**config.mk**
```make
export PLATFORM = sky130hd
export DESIGN_NAME = lsu
export DESIGN_NICKNAME = d
export VERILOG_FILES = /design/src/rtl/lsu.sv
export SDC_FILE = /design/constraint.sdc
export NUM_CORES = 1
export LEC_CHECK = 0
export ABC_AREA = 1
export CORE_MARGIN = 3
export CORE_UTILIZATION = 35
export CTS_BUF_LIST = sky130_fd_sc_hd__clkbuf_8 sky130_fd_sc_hd__clkbuf_16
export CTS_CLUSTER_SIZE = 10
export DETAILED_ROUTE_END_ITERATION = 12
export PLACE_DENSITY = 0.7
export SLEW_MARGIN = 0
export SYNTH_ARGS = -nofsm -noshare
export SYNTH_HDL_FRONTEND = slang
export SYNTH_SLANG_ARGS = --single-unit
```
**constraint.sdc**
```tcl
create_clock -name clk -period 1.3 [get_ports clk]
set_input_delay 0.13 -clock clk [delete_from_list [all_inputs] [get_ports clk]]
set_output_delay 0.13 -clock clk [all_outputs]
set_load 0.01 [all_outputs]
```
**src/rtl/lsu.sv**
```systemverilog
// RV32I load/store unit: one data-memory transaction per start, with load
// extraction/extension, store lane replication and early fault detection.
module lsu (
  input  logic        clk,
  input  logic        rst_n,
  input  logic        start,
  input  logic        is_store,
  input  logic [2:0]  funct3,
  input  logic [31:0] addr,
  input  logic [31:0] wdata,
  output logic        busy,
  output logic        done,
  output logic [31:0] rdata,
  output logic        misaligned,
  output logic        illegal,
  output logic        mem_req,
  output logic        mem_we,
  output logic [31:0] mem_addr,
  output logic [3:0]  mem_be,
  output logic [31:0] mem_wdata,
  input  logic        mem_ready,
  input  logic        mem_rvalid,
  input  logic [31:0] mem_rdata
);
  typedef enum logic [2:0] {S_IDLE, S_REQ, S_WAIT, S_DONE, S_FAULT} state_t;

  state_t      state_q, state_d;
  logic        st_q;
  logic [2:0]  f3_q;
  logic [31:0] addr_q, wdata_q, rdata_q, rdata_d;
  logic        mis_q, ill_q, mis_d, ill_d;
  logic [31:0] shifted;
  logic [31:0] ext;
  logic [3:0]  be;
  logic [31:0] wd;

  // Fault decode on the live inputs; illegal width masks misalignment.
  always_comb begin
    ill_d = 1'b0;
    mis_d = 1'b0;
    case (funct3)
      3'b000:         mis_d = 1'b0;
      3'b001:         mis_d = addr[0];
      3'b010:         mis_d = |addr[1:0];
      3'b100, 3'b101: begin
        ill_d = is_store;
        mis_d = funct3[0] & addr[0];
      end
      default:        ill_d = 1'b1;
    endcase
    if (ill_d) mis_d = 1'b0;
  end

  always_comb begin
    be = 4'b1111;
    wd = wdata_q;
    case (f3_q[1:0])
      2'b00: begin be = 4'b0001 << addr_q[1:0]; wd = {4{wdata_q[7:0]}};  end
      2'b01: begin be = 4'b0011 << addr_q[1:0]; wd = {2{wdata_q[15:0]}}; end
      default: ;
    endcase
  end

  assign shifted = mem_rdata >> {addr_q[1:0], 3'b000};

  always_comb begin
    case (f3_q)
      3'b000:  ext = {{24{shifted[7]}}, shifted[7:0]};
      3'b001:  ext = {{16{shifted[15]}}, shifted[15:0]};
      3'b100:  ext = {24'd0, shifted[7:0]};
      3'b101:  ext = {16'd0, shifted[15:0]};
      default: ext = shifted;
    endcase
  end

  always_comb begin
    state_d = state_q;
    rdata_d = rdata_q;
    case (state_q)
      S_IDLE:  if (start) state_d = (ill_d | mis_d) ? S_FAULT : S_REQ;
      S_REQ:   if (mem_ready) state_d = st_q ? S_DONE : S_WAIT;
      S_WAIT:  if (mem_rvalid) begin
        state_d = S_DONE;
        rdata_d = ext;
      end
      S_DONE:  state_d = S_IDLE;
      S_FAULT: state_d = S_IDLE;
      default: state_d = S_IDLE;
    endcase
  end

  always_ff @(posedge clk) begin
    if (!rst_n) begin
      state_q <= S_IDLE;
      st_q    <= 1'b0;
      f3_q    <= 3'd0;
      addr_q  <= 32'd0;
      wdata_q <= 32'd0;
      rdata_q <= 32'd0;
      mis_q   <= 1'b0;
      ill_q   <= 1'b0;
    end else begin
      state_q <= state_d;
      rdata_q <= rdata_d;
      if (state_q == S_IDLE && start) begin
        st_q    <= is_store;
        f3_q    <= funct3;
        addr_q  <= addr;
        wdata_q <= wdata;
        mis_q   <= mis_d;
        ill_q   <= ill_d;
      end
    end
  end

  // Memory outputs are zero outside REQ so nothing leaks from stale captures.
  assign busy       = (state_q != S_IDLE);
  assign done       = (state_q == S_DONE) || (state_q == S_FAULT);
  assign misaligned = (state_q == S_FAULT) & mis_q;
  assign illegal    = (state_q == S_FAULT) & ill_q;
  assign rdata      = rdata_q;
  assign mem_req    = (state_q == S_REQ);
  assign mem_we     = mem_req & st_q;
  assign mem_addr   = mem_req ? {addr_q[31:2], 2'b00} : 32'd0;
  assign mem_be     = mem_req ? be : 4'd0;
  assign mem_wdata  = mem_req ? wd : 32'd0;
endmodule
```
==> results of run 1 <==
==> area by class of cell <==
cell class / instances / area, sq um / share of cell area
Timing Repair Buffer: 349 / 3862 / 0.3609
Multi-Input combinational cell: 511 / 3810 / 0.3560
Sequential cell: 105 / 2115 / 0.1976
Inverter: 101 / 396.6 / 0.03706
Tap cell: 184 / 230.2 / 0.02151
Clock buffer: 9 / 225.2 / 0.02105
Clock inverter: 7 / 62.56 / 0.005846
==> through the flow <==
| stage | util | instance area, sq um | TNS (ns) | setup slack, ns | hold slack [ns] |
|---|---|---|---|---|---|
| floorplan | - | 5319 | 0 | 0.005103 | 0.2950 |
| global placement | 0.5492 | 8043 | -31.38 | -0.4478 | 0.4388 |
| detailed placement | 0.5492 | 8043 | -34.71 | -0.4735 | 0.4440 |
| CTS | 0.6461 | 9462 | -39.09 | -0.3880 | 0.2266 |
| global route | 0.7308 | 10700 | -49.66 | -0.4746 | 0.2776 |
| finish | 0.7308 | 10700 | -41.79 | -0.4135 | 0.2559 |
==> logic make-up after synthesis <==
kind of cell / Yosys count / share of synthesized area
buffers and inverters: 161 / 0.1372
flip-flops: 105 / 0.3988
AND/OR/NAND/NOR: 273 / 0.2224
AO/OA/AOI/OAI: 236 / 0.2409
other: 1 / 0.0007114
==> registers in the layout, summed over array words and instances (netlist names) <==
signal   flops
state_q      3
mis_q        1
wdata_q     32
addr_q      32
rdata       32
f3_q         3
st_q         1
ill_q        1
==> metal layers <==
| layer | share of wire | routed length, microns |
|---|---|---|
| met1 | 0.39 | 9602 |
| met2 | 0.49 | 12210 |
| met3 | 0.077 | 1898 |
| met4 | 0.044 | 1087 |
| met5 | 0 | 0 |
==> repair_timing <==
| item | in CTS | in global routing |
|---|---|---|
| buffers inserted | 35 | 16 |
| pin swaps | 41 | 64 |
| hold buffers | 0 | 0 |
| gates resized for setup | 506 | 312 |
| setup endpoints to repair | 208 | 209 |
| cloned | 18 | 10 |
| endpoints found under the hold margin | 0 | 0 |
==> cells in the final DEF, fill, tap and decap left out, drive strengths merged <==
cell	count
a31oi	1
clkinv	1
or2	14
clkbuf	18
a21oi	111
nand2	87
conb	2
nor3	2
nand3	40
buf	204
inv	105
bufinv	1
dfxtp	105
o211ai	7
a21o	7
nor2	128
nand4	1
clkinvlp	1
dlymetal6s2s	32
clkdlybuf4s50	103
a211oi	4
clkdlybuf4s15	1
o21ai	99
a221oi	7
and3	1
==> critical path, stage by stage (launching register included) <==
cell      delay [ns]
dfxtp_2         0.33
inv_2           0.08
nand3_4         0.11
inv_4           0.11
buf_12          0.13
o21ai_4         0.07
a221oi_4        0.20
buf_2           0.18
==> path summary, 6_finish.rpt <==
check        startpoint             to  slack [ns]  cells past startpoint
min               rst_n           st_q        0.26                      4
max reg2reg  state_q[0]    wdata_q[22]       -0.30                     11
max          state_q[1]  mem_wdata[27]       -0.41                      7
min reg2reg  addr_q[27]     addr_q[27]        0.45                      2
==> power groups by stage <==
stage	clock [W]	combinational [W]	sequential, W
after floorplan	0	0.00177	0.00381
after global placement	0	0.00333	0.00380
after detailed placement	0	0.00337	0.00381
after CTS	0.00278	0.00495	0.00376
after global routing	0.00292	0.00632	0.00383
final	0.00278	0.00603	0.00380
==> flow_summary_export.csv, run 1 <==
group,metric,value,unit
yosys,synthCells,776,
outcome,status,"complete, but fails checks",
global_routing,antenna_found_initial,0,
global_routing,grt_max_degree,40,
clocking,htreeDepth,3,
floorplan,io_pins,211,
power_and_ir_drop,p_clk_frac,0.220,
yosys,netlist_area,5271,sq um
sta,slew_viol_final,0,
yosys,synth_seq_cells,105,
power_and_ir_drop,peakVddDrop,0.6979,mV
sta,setup_viol,177,
sta,relSlewSlack,0.5077,
yosys,async_reset_ff_frac,0,
sta,final.setup.worst_slack,-0.4135,ns
detailed_routing,num_vias,6778,
floorplan,core,14640,sq um
sta,clock.fmax,583.6,MHz
power_and_ir_drop,switchingPower,0.004580,W
yosys,synthTopCellsByCount,"125 x nor2_1, 111 x a21oi_1, 105 x dfxtp_1",
yosys,synth_area_leaders,"dfxtp_1 40%, a21oi_1 11%, nor2_1 8.9%, o21ai_0 8.5%, inv_1 6.7%",
critical_path,crit_type,"flop to output pin",
detailed_routing,wl_per_cell,19.59,microns
power_and_ir_drop,p_leak,5.069,nW
power_and_ir_drop,p_comb_frac,0.478,
clocking,root_buffer,"clkbuf_16",
sta,rsz0062_at_grt,"yes",
clocking,cts_tree,"done",
yosys,synth_edf_count,0,
clocking,clk_latency,0.36,ns
clocking,clk_path_buf_depth,2,
placement,place_congestion,0.8520,
floorplan,rows,44,
sta,worst_slew_pin_slew,0.7384,ns
floorplan,die_area,16570,sq um
min_path,hp-class,"primary input to flop",
detailed_routing,drc_errors,0,
outcome,failed_checks,"setup timing",
clocking,clock_sinks,105,
yosys,yosysMostFrequentCell,"nor2_1",
layout,drive_above_1_share,0.4686,
placement,place.detailed.hpwl,12800,microns
detailed_routing,ant_nets,0,
layout,area_delta_synth_final,103.0,%
critical_path,end_kind,"output pin",
critical_path,startpoint_type,"flop",
yosys,yosys_warnings,0,
critical_path,cp.arrival,1.58,ns
global_routing,met1_usage,0.2988,
power_and_ir_drop,p_sw_frac,0.3633,
sta,finalCritPeriodShare,1.318,
yosys,synth_top_area_share,0.3988,
clocking,clkTransAtPathRegs,0.07,ns
sta,period_needed,1.714,ns
yosys,synth_seq_area_share,0.3988,
floorplan,fp.dieW,128.7,microns
power_and_ir_drop,seqPwrFrac,0.301,
job,drv_cap,0,
yosys,avgSynthCellArea,6.793,sq um
power_and_ir_drop,cellPowerDensity,1178,nW/um^2
yosys,yosys_most_used_dff,"dfxtp_1",
global_routing,grt-busiest-layer,"met2",
floorplan,die_y,128.7,microns
global_routing,grt.overflow.total,0,
power_and_ir_drop,p_int,0.008027,W
sta,clock_skew,0.01003,ns
placement,dp_cells,1184,
detailed_routing,drt_first_pass_iters,6,
global_routing,met2_usage,0.4174,
sta,hold_viol,0,
layout,nets,1182,
global_routing,grtUsageTotal,0.2468,
layout,nFillCells,961,
layout,fin_cells,1266,
layout,diodes,0,
critical_path,required,1.17,ns
global_routing,grt_pass1_wl,32310,microns
placement,io_buffers,208,
global_routing,use_met3,0.06932,
global_routing,grt_pass1_vias,6255,
power_and_ir_drop,finalPower,0.01261,W
detailed_routing,dr.first_iter.drc_count,486,
clocking,cts_buffers,9,
critical_path,cp_max_fo,5,
yosys,yosysTopAreaCell,"dfxtp_1",
floorplan,floorplan.initialDensity,0.3600,
detailed_routing,avgViaCountPerCell,5.354,
detailed_routing,routed_wirelength,24800,microns
yosys,synth.distinct_cells,30,
No activity file was read; power rests on OpenSTA's default activity.
==> inputs of run 2 (changes only) <==
--- a/config.mk
+++ b/config.mk
@@ -11,6 +11,7 @@
 export CTS_BUF_LIST = sky130_fd_sc_hd__clkbuf_8 sky130_fd_sc_hd__clkbuf_16
 export CTS_CLUSTER_SIZE = 10
 export DETAILED_ROUTE_END_ITERATION = 12
+export HOLD_SLACK_MARGIN = 0.02
 export PLACE_DENSITY = 0.7
 export SLEW_MARGIN = 0
 export SYNTH_ARGS = -nofsm -noshare
==> results of run 2 <==
Final layout, timing and power as in run 1 (identical DEF).
